===== src/rtl/mux_logica_pkg.sv =====
// ============================================================================
//  Module   : mux_logica_pkg
//  Brief    : Shared operation codes and mode encodings for mux_logica_rr.
//  Revision : 1.0  initial release
// ============================================================================
`default_nettype none

package mux_logica_pkg;

    typedef enum logic [1:0] {
        OP_AND  = 2'b00,
        OP_OR   = 2'b01,
        OP_NOT  = 2'b10,
        OP_PASS = 2'b11
    } op_e;

    localparam logic MODO_FIJO = 1'b0;
    localparam logic MODO_RR   = 1'b1;

endpackage

`default_nettype wire


===== src/rtl/mux_logica_rr_if.sv =====
// ============================================================================
//  Module   : mux_logica_rr_if
//  Brief    : Channel/operand/result bundle between producers and mux_logica_rr.
//  Revision : 1.0  initial release
// ============================================================================
`default_nettype none

interface mux_logica_rr_if #(
    parameter int ANCHO   = 8,
    parameter int CANALES = 4,
    parameter int SELW    = $clog2(CANALES)
);
    logic [CANALES*ANCHO-1:0] datos_in;
    logic [CANALES-1:0]       valid_in;
    logic [ANCHO-1:0]         B;
    logic [1:0]               operacion;
    logic                     modo;
    logic [SELW-1:0]          selector;
    logic [ANCHO-1:0]         salida;
    logic                     valid_out;
    logic [SELW-1:0]          canal_out;
    logic                     sel_invalido;

    modport master (
        output datos_in, valid_in, B, operacion, modo, selector,
        input  salida, valid_out, canal_out, sel_invalido
    );

    modport slave (
        input  datos_in, valid_in, B, operacion, modo, selector,
        output salida, valid_out, canal_out, sel_invalido
    );
endinterface

`default_nettype wire


===== src/rtl/mux_logica_rr_arbitro.sv =====
// ============================================================================
//  Module   : arbitro_rr
//  Brief    : Rotating-priority arbiter: first valid channel at or after ptr.
//  Revision : 1.0  initial release
// ============================================================================
`default_nettype none

module arbitro_rr #(
    parameter int CANALES = 4,
    parameter int SELW    = $clog2(CANALES)
) (
    input  logic [CANALES-1:0] valid_i,
    input  logic [SELW-1:0]    ptr_i,
    output logic [SELW-1:0]    grant_o,
    output logic               grant_valid_o
);
    int k;

    // Walk from the farthest offset back to ptr so the nearest valid wins.
    always_comb begin
        grant_o       = '0;
        grant_valid_o = 1'b0;
        k             = 0;
        for (int d = CANALES - 1; d >= 0; d--) begin
            k = int'(ptr_i) + d;
            if (k >= CANALES) begin
                k = k - CANALES;
            end
            if (valid_i[k]) begin
                grant_o       = SELW'(k);
                grant_valid_o = 1'b1;
            end
        end
    end
endmodule

`default_nettype wire


===== src/rtl/mux_logica_rr.sv =====
// ============================================================================
//  Module   : mux_logica_rr
//  Brief    : Two-stage channel mux (fixed or round-robin) with bitwise op on B.
//  Revision : 1.0  initial release
// ============================================================================
`default_nettype none

module mux_logica_rr
    import mux_logica_pkg::*;
#(
    parameter int ANCHO   = 8,
    parameter int CANALES = 4,
    parameter int SELW    = $clog2(CANALES)
) (
    input  logic             clk,
    input  logic             reset,
    mux_logica_rr_if.slave   bus
);
    localparam int NPAD = 2 ** SELW;

    logic [ANCHO-1:0] w_canal [NPAD];
    logic [NPAD-1:0]  w_valid_pad;
    logic [SELW-1:0]  w_rr_idx;
    logic             w_rr_ok;
    logic             w_sel_ok;
    logic             w_grant;
    logic [SELW-1:0]  w_idx;
    logic [ANCHO-1:0] w_res;
    logic [SELW-1:0]  ptr_d;

    logic [SELW-1:0]  ptr_q;
    logic             v1_q;
    logic [ANCHO-1:0] a_q;
    logic [ANCHO-1:0] b_q;
    op_e              op_q;
    logic [SELW-1:0]  idx_q;
    logic [ANCHO-1:0] salida_q;
    logic             valid_out_q;
    logic [SELW-1:0]  canal_q;
    logic             sel_inv_q;

    // Pad to a power of two so an out-of-range selector reads an idle channel.
    generate
        for (genvar g = 0; g < NPAD; g++) begin : g_canal
            if (g < CANALES) begin : g_real
                assign w_canal[g]     = bus.datos_in[g*ANCHO +: ANCHO];
                assign w_valid_pad[g] = bus.valid_in[g];
            end else begin : g_pad
                assign w_canal[g]     = '0;
                assign w_valid_pad[g] = 1'b0;
            end
        end
    endgenerate

    arbitro_rr #(
        .CANALES (CANALES),
        .SELW    (SELW)
    ) u_arbitro (
        .valid_i       (bus.valid_in),
        .ptr_i         (ptr_q),
        .grant_o       (w_rr_idx),
        .grant_valid_o (w_rr_ok)
    );

    always_comb begin
        w_sel_ok = (int'(bus.selector) < CANALES);
        w_grant  = 1'b0;
        w_idx    = bus.selector;
        ptr_d    = ptr_q;
        if (bus.modo == MODO_RR) begin
            w_grant = w_rr_ok;
            w_idx   = w_rr_idx;
            if (w_rr_ok) begin
                ptr_d = (w_rr_idx == SELW'(CANALES - 1)) ? '0 : w_rr_idx + SELW'(1);
            end
        end else begin
            w_grant = w_sel_ok && w_valid_pad[bus.selector];
        end
    end

    always_comb begin
        w_res = a_q;
        case (op_q)
            OP_AND:  w_res = a_q & b_q;
            OP_OR:   w_res = a_q | b_q;
            OP_NOT:  w_res = ~a_q;
            OP_PASS: w_res = a_q;
            default: w_res = a_q;
        endcase
    end

    always_ff @(posedge clk) begin
        if (reset) begin
            ptr_q       <= '0;
            v1_q        <= 1'b0;
            a_q         <= '0;
            b_q         <= '0;
            op_q        <= OP_AND;
            idx_q       <= '0;
            salida_q    <= '0;
            valid_out_q <= 1'b0;
            canal_q     <= '0;
            sel_inv_q   <= 1'b0;
        end else begin
            ptr_q       <= ptr_d;
            v1_q        <= w_grant;
            sel_inv_q   <= (bus.modo == MODO_FIJO) && !w_sel_ok;
            valid_out_q <= v1_q;
            if (w_grant) begin
                a_q   <= w_canal[w_idx];
                b_q   <= bus.B;
                op_q  <= op_e'(bus.operacion);
                idx_q <= w_idx;
            end
            if (v1_q) begin
                salida_q <= w_res;
                canal_q  <= idx_q;
            end
        end
    end

    assign bus.salida       = salida_q;
    assign bus.valid_out    = valid_out_q;
    assign bus.canal_out    = canal_q;
    assign bus.sel_invalido = sel_inv_q;
endmodule

`default_nettype wire


===== src/flat_wrapper.sv =====
// flat-port wrapper written by rule: the top's interface ports become plain ports
module mux_logica_rr_flat import mux_logica_pkg::*;
#(
    parameter int ANCHO   = 8,
    parameter int CANALES = 4,
    parameter int SELW    = $clog2(CANALES)
)
  (clk, reset, bus_datos_in, bus_valid_in, bus_B, bus_operacion, bus_modo, bus_selector, bus_salida, bus_valid_out, bus_canal_out, bus_sel_invalido);
  mux_logica_rr_if #(.ANCHO(ANCHO), .CANALES(CANALES), .SELW(SELW)) bus_i ();
  input  logic clk;
  input  logic reset;
  input wire logic [$bits(bus_i.datos_in)-1:0] bus_datos_in;
  input wire logic [$bits(bus_i.valid_in)-1:0] bus_valid_in;
  input wire logic [$bits(bus_i.B)-1:0] bus_B;
  input wire logic [$bits(bus_i.operacion)-1:0] bus_operacion;
  input wire logic [$bits(bus_i.modo)-1:0] bus_modo;
  input wire logic [$bits(bus_i.selector)-1:0] bus_selector;
  output wire logic [$bits(bus_i.salida)-1:0] bus_salida;
  output wire logic [$bits(bus_i.valid_out)-1:0] bus_valid_out;
  output wire logic [$bits(bus_i.canal_out)-1:0] bus_canal_out;
  output wire logic [$bits(bus_i.sel_invalido)-1:0] bus_sel_invalido;
  assign bus_i.datos_in = bus_datos_in;
  assign bus_i.valid_in = bus_valid_in;
  assign bus_i.B = bus_B;
  assign bus_i.operacion = bus_operacion;
  assign bus_i.modo = bus_modo;
  assign bus_i.selector = bus_selector;
  assign bus_salida = bus_i.salida;
  assign bus_valid_out = bus_i.valid_out;
  assign bus_canal_out = bus_i.canal_out;
  assign bus_sel_invalido = bus_i.sel_invalido;
  mux_logica_rr #(.ANCHO(ANCHO), .CANALES(CANALES), .SELW(SELW)) u_core (.clk(clk), .reset(reset), .bus(bus_i));
endmodule

===== config.mk =====
export PLATFORM = sky130hd
export DESIGN_NAME = mux_logica_rr_flat
export DESIGN_NICKNAME = d
export VERILOG_FILES = /design/src/rtl/mux_logica_pkg.sv /design/src/rtl/mux_logica_rr_if.sv /design/src/rtl/mux_logica_rr_arbitro.sv /design/src/rtl/mux_logica_rr.sv /design/src/flat_wrapper.sv
export SDC_FILE = /design/constraint.sdc
export NUM_CORES = 1
export LEC_CHECK = 0
export ABC_AREA = 1
export BUFFER_PORTS_ARGS = -buffer_cell sky130_fd_sc_hd__buf_2
export CAP_MARGIN = 10
export CORE_ASPECT_RATIO = 1.1
export CORE_UTILIZATION = 40
export DETAILED_ROUTE_END_ITERATION = 7
export GPL_TIMING_DRIVEN = 0
export PLACE_DENSITY = 0.66
export SYNTH_ARGS = -nofsm -noshare
export SYNTH_HDL_FRONTEND = slang
export SYNTH_SLANG_ARGS = --single-unit

===== constraint.sdc =====
create_clock -name clk -period 2.3 [get_ports clk]
set_input_delay 0.345 -clock clk [delete_from_list [all_inputs] [get_ports clk]]
set_output_delay 0.345 -clock clk [all_outputs]
set_load 0.05 [all_outputs]

# Yosys cells after proc, flatten, opt, wreduce, memory -nomap -nowiden
# Index checks and enable logic that the tools add are counted.
word_totals:
  ff_bits: 34
  inputBits: 51
  output_inout_bits: 12
  elab_cells: 70
classes:
  addsub: 8
  n_lt_le_gt_ge: 10
  n_eq_ne: 4
  n_mux: 33
  bitwise: 4
  n_reduce_logical: 2
ops:
  columns: ["cell", "count"]
  rows:
  - ["32-bit by 4-bit < comparator with 1-bit output, second input constant", 4]
  - ["32-bit two-way mux", 4]
  - ["32-bit by 4-bit >= comparator with 1-bit output, second input constant", 1]
  - ["8-bit one-hot mux with 4 select lines", 1]
  - ["32-bit by 4-bit subtractor with 32-bit output, second input constant", 1]
  - ["8-bit binary-select mux with 2-bit select", 1]
  - ["8-bit two-way mux", 2]
  - ["1-bit two-way mux", 14]
  - ["2-bit two-way mux", 6]
  - ["1-bit binary-select mux with 2-bit select", 5]
  - ["3-bit >= comparator, second input constant", 3]
  - ["8-bit AND", 1]
  - ["8-bit inverter", 1]
  - ["8-bit OR", 1]
  - ["3-bit by 3-bit subtractor with 4-bit output, second input constant", 2]
  - ["2-bit by 2-bit adder with 3-bit output, second input constant", 2]
  - ["2-bit == test, second input constant", 3]
  - ["2-bit by 3-bit subtractor with 4-bit output, second input constant", 1]
  - ["2-bit by 1-bit adder with 3-bit output, second input constant", 1]
  - ["2-bit by 3-bit >= comparator with 1-bit output, second input constant", 1]
  - ["2-bit by 3-bit < comparator with 1-bit output, second input constant", 1]
  - ["2-bit inverter with 3-bit output", 1]
  - ["2-bit by 1-bit adder with 2-bit output, second input constant", 1]
  - ["2-bit by 1-bit == test with 1-bit output, second input constant", 1]
  - ["2 further kinds", 2]

# Depth between registers and ports, before layout
# Gate-level depths: netlist of the first run.
logic_depth:
  ltp_word: 15
  mapped_depth: 14
  ltp_nobuf: 13

# Cells and area by module
# Synthesis of the first run repeated with hierarchy kept, for this count alone.
unflattened:
  hier_cells: 367
  hier_area_um2: 2248.4
modules_own_cells:
  columns: ["mod", "instances", "cells_per_inst", "area_each_um2", "seq_area_each_um2"]
  rows:
  - ["mux_logica_rr", 1, 323, 2033.2, 680.7]
  - ["arbitro_rr", 1, 44, 215.2, 0.0]

# Worst setup path before layout of the first run
# OpenSTA, ideal clock, no wires.
synth_timing:
  path_kind: "register to register"
  startpoint: "reg u_core.ptr_q[0]"
  endpoint: "reg u_core.a_q[0]"
  setup_time_ps: 112
  arrival_ps: 1474
  required_time_ps: 2188
  slack_ps: 714
  path_stages_with_launch: 12
  n_path_buf: 2
  period_less_slack_ps: 1586
  cell_sequence: "dfxtp_1 -> buf_6 -> nand2_4 -> a31oi_1 -> nand3b_4 -> nand2_4 -> nand2_4 -> nand2_4 -> inv_4 -> buf_8 -> nand3_2 -> nand2_1"
synth_via:
  elab_chain_cells: 15
  elab_cells_between_ends: 41
  cone_classes: "7 x add/sub; 4 x order compare; 29 x mux; 1 x bitwise"
synth_rtl:
  columns: ["item", "line_no", "rtl"]
  rows:
  - ["start, declared", "mux_logica_rr.sv:31", "logic [SELW-1:0] ptr_q;"]
  - ["start signal, assigned", "mux_logica_rr.sv:105", "ptr_q <= ptr_d;"]
  - ["2-bit by 2-bit adder with 3-bit output", "mux_logica_rr_arbitro.sv:25", "k = int'(ptr_i) + d;"]
  - ["32-bit by 4-bit subtractor with 32-bit output or 32-bit by 4-bit >= comparator with 1-bit output (tied branches)", "mux_logica_rr_arbitro.sv:27, mux_logica_rr_arbitro.sv:26", null]
  - ["32-bit two-way mux", "mux_logica_rr_arbitro.sv:26", "if (k >= CANALES) begin"]
  - ["1-bit binary-select mux with 2-bit select", "mux_logica_rr_arbitro.sv:29", "if (valid_i[k]) begin"]
  - ["1-bit two-way mux (not written as such) (2 in a row)", "mux_logica_rr_arbitro.sv:29", null]
  - ["2-bit two-way mux (4 in a row)", "mux_logica_rr_arbitro.sv:29", null]
  - ["2-bit two-way mux", "mux_logica_rr.sv:70", "if (bus.modo == MODO_RR) begin"]
  - ["2-bit inverter with 3-bit output (not written as such)", "mux_logica_rr.sv:110", "a_q <= w_canal[w_idx];"]
  - ["8-bit binary-select mux with 2-bit select", "mux_logica_rr.sv:110", null]
  - ["8-bit two-way mux (not written as such) (2 in a row)", "mux_logica_rr.sv:110", null]
  - ["end signal, assigned", "mux_logica_rr.sv:110", null]
  - ["end, declared", "mux_logica_rr.sv:33", "logic [ANCHO-1:0] a_q;"]
# Several ways; a longest one is shown, not always the timed one. The select of a mux whose other input is x is not followed.
# A chain may end at the register's enable or synchronous reset.

# Worst setup path in the final report of the first run
layout_timing:
  startpoint: "reg u_core.ptr_q[1]"
  endpoint: "reg u_core.a_q[1]"
# The elaborated chain is that of the path after synthesis.

==> results of run 1 <==
## synth_stat cells
cell type / number
nand3b_4: 1
nand3_2: 23
buf_2: 1
nor2_1: 13
nand3_1: 28
inv_1: 13
nand2_4: 6
buf_12: 1
nand2_2: 17
nand3_4: 1
o21ai_2: 3
inv_2: 3
clkinv_1: 1
nor2_8: 1
buf_8: 1
a221o_1: 3
a31oi_1: 1
buf_4: 1
or2_2: 2
buf_6: 3
nand2_1: 61
a21oi_1: 19
clkbuf_1: 5
conb_1: 1
inv_4: 1
xnor2_1: 1
a22o_1: 8
o211ai_1: 5
o21ai_1: 3
o21ai_0: 8
dfxtp_1: 34
## stage by stage
stage	power, mW	area [µm²]	hold slack (ps)	cells	utilization
after global placement	2.02	2450	447	388	0.491
final	2.45	2540	264	396	0.509
after floorplan	1.79	2080	429	269	-
after detailed placement	2.04	2450	448	388	0.491
after global routing	2.65	2540	257	396	0.509
after CTS	2.48	2540	256	396	0.509
## logic make-up (layout without fill, tap and decap cells)
kind of cell | after synthesis | in the layout | share of synthesized area
and+or+nand+nor | 153 | 153 | 0.430
AOI/OAI and AO/OA | 50 | 50 | 0.154
DFF | 34 | 34 | 0.328
buffers and inverters | 30 | 99 | 0.0820
other | 1 | 1 | 0.00181
xor gates and xnor gates | 1 | 1 | 0.00422
## power breakdown
part | internal (mW) | leakage [nW] | switching, mW
logic | 0.463 | 0.907 | 0.756
registers | 0.703 | 0.280 | 0.0892
clock network | 0.241 | 0.0482 | 0.200
## cell type report
cell class | count | area (µm²)
Buffer | 12 | 100
Clock buffer | 7 | 86.3
Clock inverter | 1 | 5.00
Fill cell | 529 | 2450
Inverter | 18 | 70.1
Multi-Input combinational cell | 205 | 1220
Sequential cell | 34 | 681
Tap cell | 58 | 72.6
Timing Repair Buffer | 61 | 305
## layer usage
layer	wire, µm	part of all wire
met1	2000	0.44
met5	0	0
met4	70	0.015
met3	160	0.035
met2	2340	0.51
## worst max-delay path by stage
stage                          to  depth (start not counted)  slack [ps]            start
floorplan           u_core.a_q[0]                         11         710  u_core.ptr_q[0]
global placement    u_core.a_q[1]                         13         510  bus_valid_in[1]
detailed placement  u_core.a_q[1]                         13         490  bus_valid_in[1]
CTS                 u_core.a_q[1]                         13         520  u_core.ptr_q[1]
global route        u_core.a_q[1]                         13         370  u_core.ptr_q[1]
finish              u_core.a_q[1]                         13         540  u_core.ptr_q[1]
## flip-flops by register name, summed over array words and instances (netlist names)
name	flops
u_core.a_q	8
u_core.b_q	8
u_core.bus.canal_out	2
u_core.bus.salida	8
u_core.bus.valid_out	1
u_core.idx_q	2
u_core.op_q	2
u_core.ptr_q	2
u_core.v1_q	1
## cell usage in the layout (no fill, tap or decap), drive strengths merged
cell type / instances
nand3: 52
clkbuf: 12
buf: 68
nand2: 84
a22o: 8
xnor2: 1
inv: 17
conb: 1
a31oi: 1
dfxtp: 34
nand3b: 1
a221o: 3
clkinv: 2
nor2: 14
a21oi: 19
or2: 2
o211ai: 5
o21ai: 14
## worst min-delay path, stage by stage
cell	delay, ps
buf_2	90
nand2_1	50
nand2_1	40
==> reports/metrics.csv, run 1 <==
metric,value,unit
rsz0062_at_grt,no,
setup_violations,0,
fin_skew,5.66,ps
timing.rr.start,u_core.ptr_q[1],
cts_resized,0,
num_vias,2002,
rrSetupSlack,540,ps
status,"complete, but fails checks",
grt_pass1_wl,7890,µm
die_w,70.7,µm
drc,2,
synth_seq_area_share,0.328,
p_leak,1.24,nW
hold_end,u_core.op_q[0],
ioPinCount,63,
post_cts_buffers,0,
r2r.worst_path.cells,13,
htreeDepth,2,
syn_inst,269,
ys_ff_latch,34,
cts_tree,built,
drt.antenna.violating_nets,0,
cp_slowest_cell,dfxtp_1,
slew_violations,0,
cpLargestDelayFamily,simple AND/OR/NAND/NOR gates,
antenna_found_initial,0,
diodes,0,
gr-usage-met2,0.337,
cp_cell_sequence,inv_2 -> nand2_1 -> nand2_1 -> nand2_2 -> nand2_1 -> inv_2 -> nand2_1 -> nand3_1 -> nand2_4 -> inv_2 -> nand3_2 -> nand3_2 -> nand2_1,
synth_top_area_cell,dfxtp_1,
gp_congestion,0.762,
drive_gt1_frac,0.393,
whs_path_depth,3,
core_area,5000,µm²
cts-root-buf,clkbuf_8,
slowest_delay,480,ps
ir_drop,0.395,mV
grt_util_met3,0.0351,
setup_tns,0,ps
power.density,963,nW/µm²
die_h,77.6,µm
port_buffers,61,
maxCapViolations,0,
cts.sinks,34,
grt_max_degree,11,
grt_pass1_vias,1918,
reg2reg_to,u_core.a_q[1],
hold_buffers,0,
syn_area,2080,µm²
cp.required,2480,ps
crit_top_cell,nand2_1,
clk_pin_slew,70,ps
syn_area_per_cell,7.72,µm²
synth_area_leaders,"dfxtp_1 (33%), nand3_2 (11%), nand2_1 (11%)",
cts_made_buffers,5,
worst_slack,540,ps
dpl.hpwl,3530,µm
track_usage,0.177,
avgViaCountPerCell,5.06,
dr.pass1.iters,8,
initial_core_util,0.415,
violations,design-rule violations,
wl_per_cell,11.5,µm
hold_path.startpoint,bus_operacion[0],
grt_overflow,0,
yosysUniqueCellTypes,31,
drtIter0Drc,59,
max_freq,0.568,GHz
hp-class,in -> reg,
syn_nets,320,
nets,388,
critPathKind,reg -> reg,
area_growth,22.6,%
crit_fanout,9,
rows,27,
die_area,5480,µm²
drt-total-wl,4560,µm
synth.top_cell.area_share,0.328,
grt_use_met1,0.194,
crit_path_end_kind,flop,
clk_latency,280,ps
worstPathArrival,1940,ps
clock_path_buffers,2,
pre_cts_ws,494,ps
timing.final.hold_violations,0,
yosys_warnings,0,
worstSetupStartpointType,flop,
top_usage_layer,met2,
period_minus_slack,1760,ps
period_share,0.765,
path_buf_inv,3,
(Power assumes the default switching activity.)
==> run 2: changes to the inputs <==
==> constraint.sdc (replaced) <==
create_clock -name clk -period 1.7 [get_ports clk]
set_input_delay 0.255 -clock clk [delete_from_list [all_inputs] [get_ports clk]]
set_output_delay 0.255 -clock clk [all_outputs]
set_load 0.05 [all_outputs]
==> reports/metrics.csv, run 2 (synthesis gave the netlist of run 1 again) <==
metric,value,unit,change
status,"complete, but fails checks",,
violations,"design-rule violations, negative setup slack",,
drc,2,,unchanged
cts_tree,built,,
grt_pass1_wl,8080,µm,+2.4%
crit_top_cell,nand3_4,,
max_freq,0.583,GHz,+2.7%
p_leak,1.30,nW,+5.5%
worstPathArrival,1900,ps,-40 ps
p_total,3.62,mW,+48%
drt.antenna.violating_nets,0,,unchanged
clk_pin_slew,70,ps,about the same
grt_overflow,0,,unchanged
drive_gt1_frac,0.443,,+0.0494
gp_congestion,0.762,,unchanged
power.density,1330,nW/µm²,+39%
diodes,0,,unchanged
htreeDepth,2,,unchanged
initial_core_util,0.415,,unchanged
reg2reg_to,u_core.a_q[2],,
path_buf_inv,2,,-1
slew_violations,0,,unchanged
rows,27,,unchanged
setup_violations,2,,+2
wl_per_cell,12.0,µm,+4.1%
cts.sinks,34,,unchanged
dr.pass1.iters,8,,unchanged
crit_fanout,7,,-2
worstSetupEndpoint,u_core.a_q[2],,
drtIter0Drc,53,,-10%
fin_area,2710,µm²,+6.4%
cpLargestDelayFamily,simple AND/OR/NAND/NOR gates,,
finalNonFillerCells,408,,+3.0%
timing.rr.start,u_core.ptr_q[0],,
worst_slack,-13.9,ps,-554 ps
crit_start,u_core.ptr_q[0],,
hp-class,in -> reg,,
antenna_found_initial,0,,unchanged
cp_cell_sequence,buf_8 -> o21ai_4 -> nand2_2 -> nand3_4 -> nand3_4 -> nand3_4 -> nand2_4 -> buf_4 -> nand2_1 -> nand3_1 -> nand3_2 -> nand2_1,,
maxCapViolations,0,,unchanged
period_share,1.01,,+0.243
fin_skew,6.74,ps,+1.07 ps
area_growth,30.5,%,
crit_path_end_kind,flop,,
cp_slowest_cell,dfxtp_4,,
fillers,505,,-4.5%
period_minus_slack,1710,ps,-46.4 ps
slowest_delay,360,ps,-120 ps
die_area,5480,µm²,unchanged
critPathKind,reg -> reg,,
final_cell_mix,"buf_2 (62), nand2_1 (58), dfxtp_1 (32), nand3_1 (26), nand3_2 (22)",,
cts_made_buffers,5,,unchanged
die_h,77.6,µm,unchanged
cts-root-buf,clkbuf_8,,
ir_drop,0.538,mV,+36%
cp.required,1880,ps,-600 ps
layout_commonest_cell,buf_2,,
dpl.hpwl,3530,µm,unchanged
die_w,70.7,µm,unchanged
cp.depth,12,,-1
worstSetupStartpointType,flop,,
clock_path_buffers,2,,unchanged
rsz0062_at_grt,yes,,
port_buffers,61,,unchanged
nets,400,,+3.1%
clk_latency,280,ps,about the same
timing.final.hold_violations,0,,unchanged
dp_cells,388,,unchanged
track_usage,0.182,,+0.00410
place_area,2450,µm²,unchanged
grt_pass1_vias,1966,,+2.5%
ioPinCount,63,,unchanged
avgViaCountPerCell,5.01,,-0.81%
grt_max_degree,20,,+9
num_vias,2046,,+2.2%
core_area,5000,µm²,unchanged
rrSetupSlack,-10,ps,-550 ps
drt-total-wl,4900,µm,+7.3%
r2r.worst_path.cells,12,,-1
==> run 2: power by group <==
part	total [mW]	internal (mW)	leakage [nW]	switching [mW]
sequential	1.10	0.963	0.282	0.133
clock	0.597	0.326	0.0482	0.271
combinational	1.92	0.777	0.974	1.15
==> run 2: cell type report <==
| cell class | instances | area (µm²) | share of cell area |
|---|---|---|---|
| clock inverters | 1 | 5.00 | 0.00185 |
| clock buffers | 7 | 86.3 | 0.0319 |
| repair buffers | 73 | 395 | 0.146 |
| well taps | 58 | 72.6 | 0.0268 |
| multi-input cells | 206 | 1290 | 0.478 |
| plain buffers | 11 | 88.8 | 0.0328 |
| inverters | 18 | 77.6 | 0.0286 |
| flip-flops and latches | 34 | 688 | 0.254 |
==> run 2: worst min path at each step <==
| stage | start | end | slack, ps | cells past startpoint |
|---|---|---|---|---|
| 6_report | bus_operacion[0] | u_core.op_q[0] | 170 | 3 |
| 5_1_grt | bus_operacion[0] | u_core.op_q[0] | 170 | 3 |
| 4_1_cts | bus_operacion[0] | u_core.op_q[0] | 170 | 3 |
| 3_5_place_dp | u_core.idx_q[0] | u_core.idx_q[0] | 450 | 2 |
| 3_3_place_gp | u_core.idx_q[0] | u_core.idx_q[0] | 450 | 2 |
| 2_1_floorplan | bus_operacion[0] | u_core.op_q[0] | 360 | 2 |
==> run 2: routing by layer <==
metal / routed length (µm) / GRT usage / up-vias
met2: 2550 / 0.346 / 37
li1: - / - / 1073
met1: 2090 / 0.198 / 927
met5: 0 / 0 / -
met3: 174 / 0.0351 / 9
met4: 72 / 0.0600 / 0
==> run 2: through the flow <==
step / hold WS, ps / TNS (ps) / setup slack, ps / utilization
finish: 173 / -15.4 / -13.9 / 0.542
global route: 167 / -1160 / -116 / 0.542
CTS: 166 / 0 / 0.0726 / 0.517
detailed placement: 448 / -529 / -77.4 / 0.491
global placement: 447 / -209 / -35.5 / 0.491
floorplan: 358 / 0 / 114 / -
==> run 2: what timing repair did <==
action | in CTS | in global routing
hold buffers | 0 | 0
endpoints found under the hold margin | 0 | 0
buffers inserted | 5 | 6
endpoints found under the setup margin | 10 | 20
pin swaps | 0 | 4
gates resized for setup | 5 | 18
cloned | 1 | 1
==> run 2: worst register-to-register path, cell delays in order, from the launching register on <==
cell,delay [ps]
dfxtp_4,360
buf_8,140
o21ai_4,180
nand2_2,100
nand3_4,120
nand3_4,80
nand3_4,140
nand2_4,100
buf_4,150
nand2_1,50
nand3_1,80
nand3_2,80
nand2_1,40
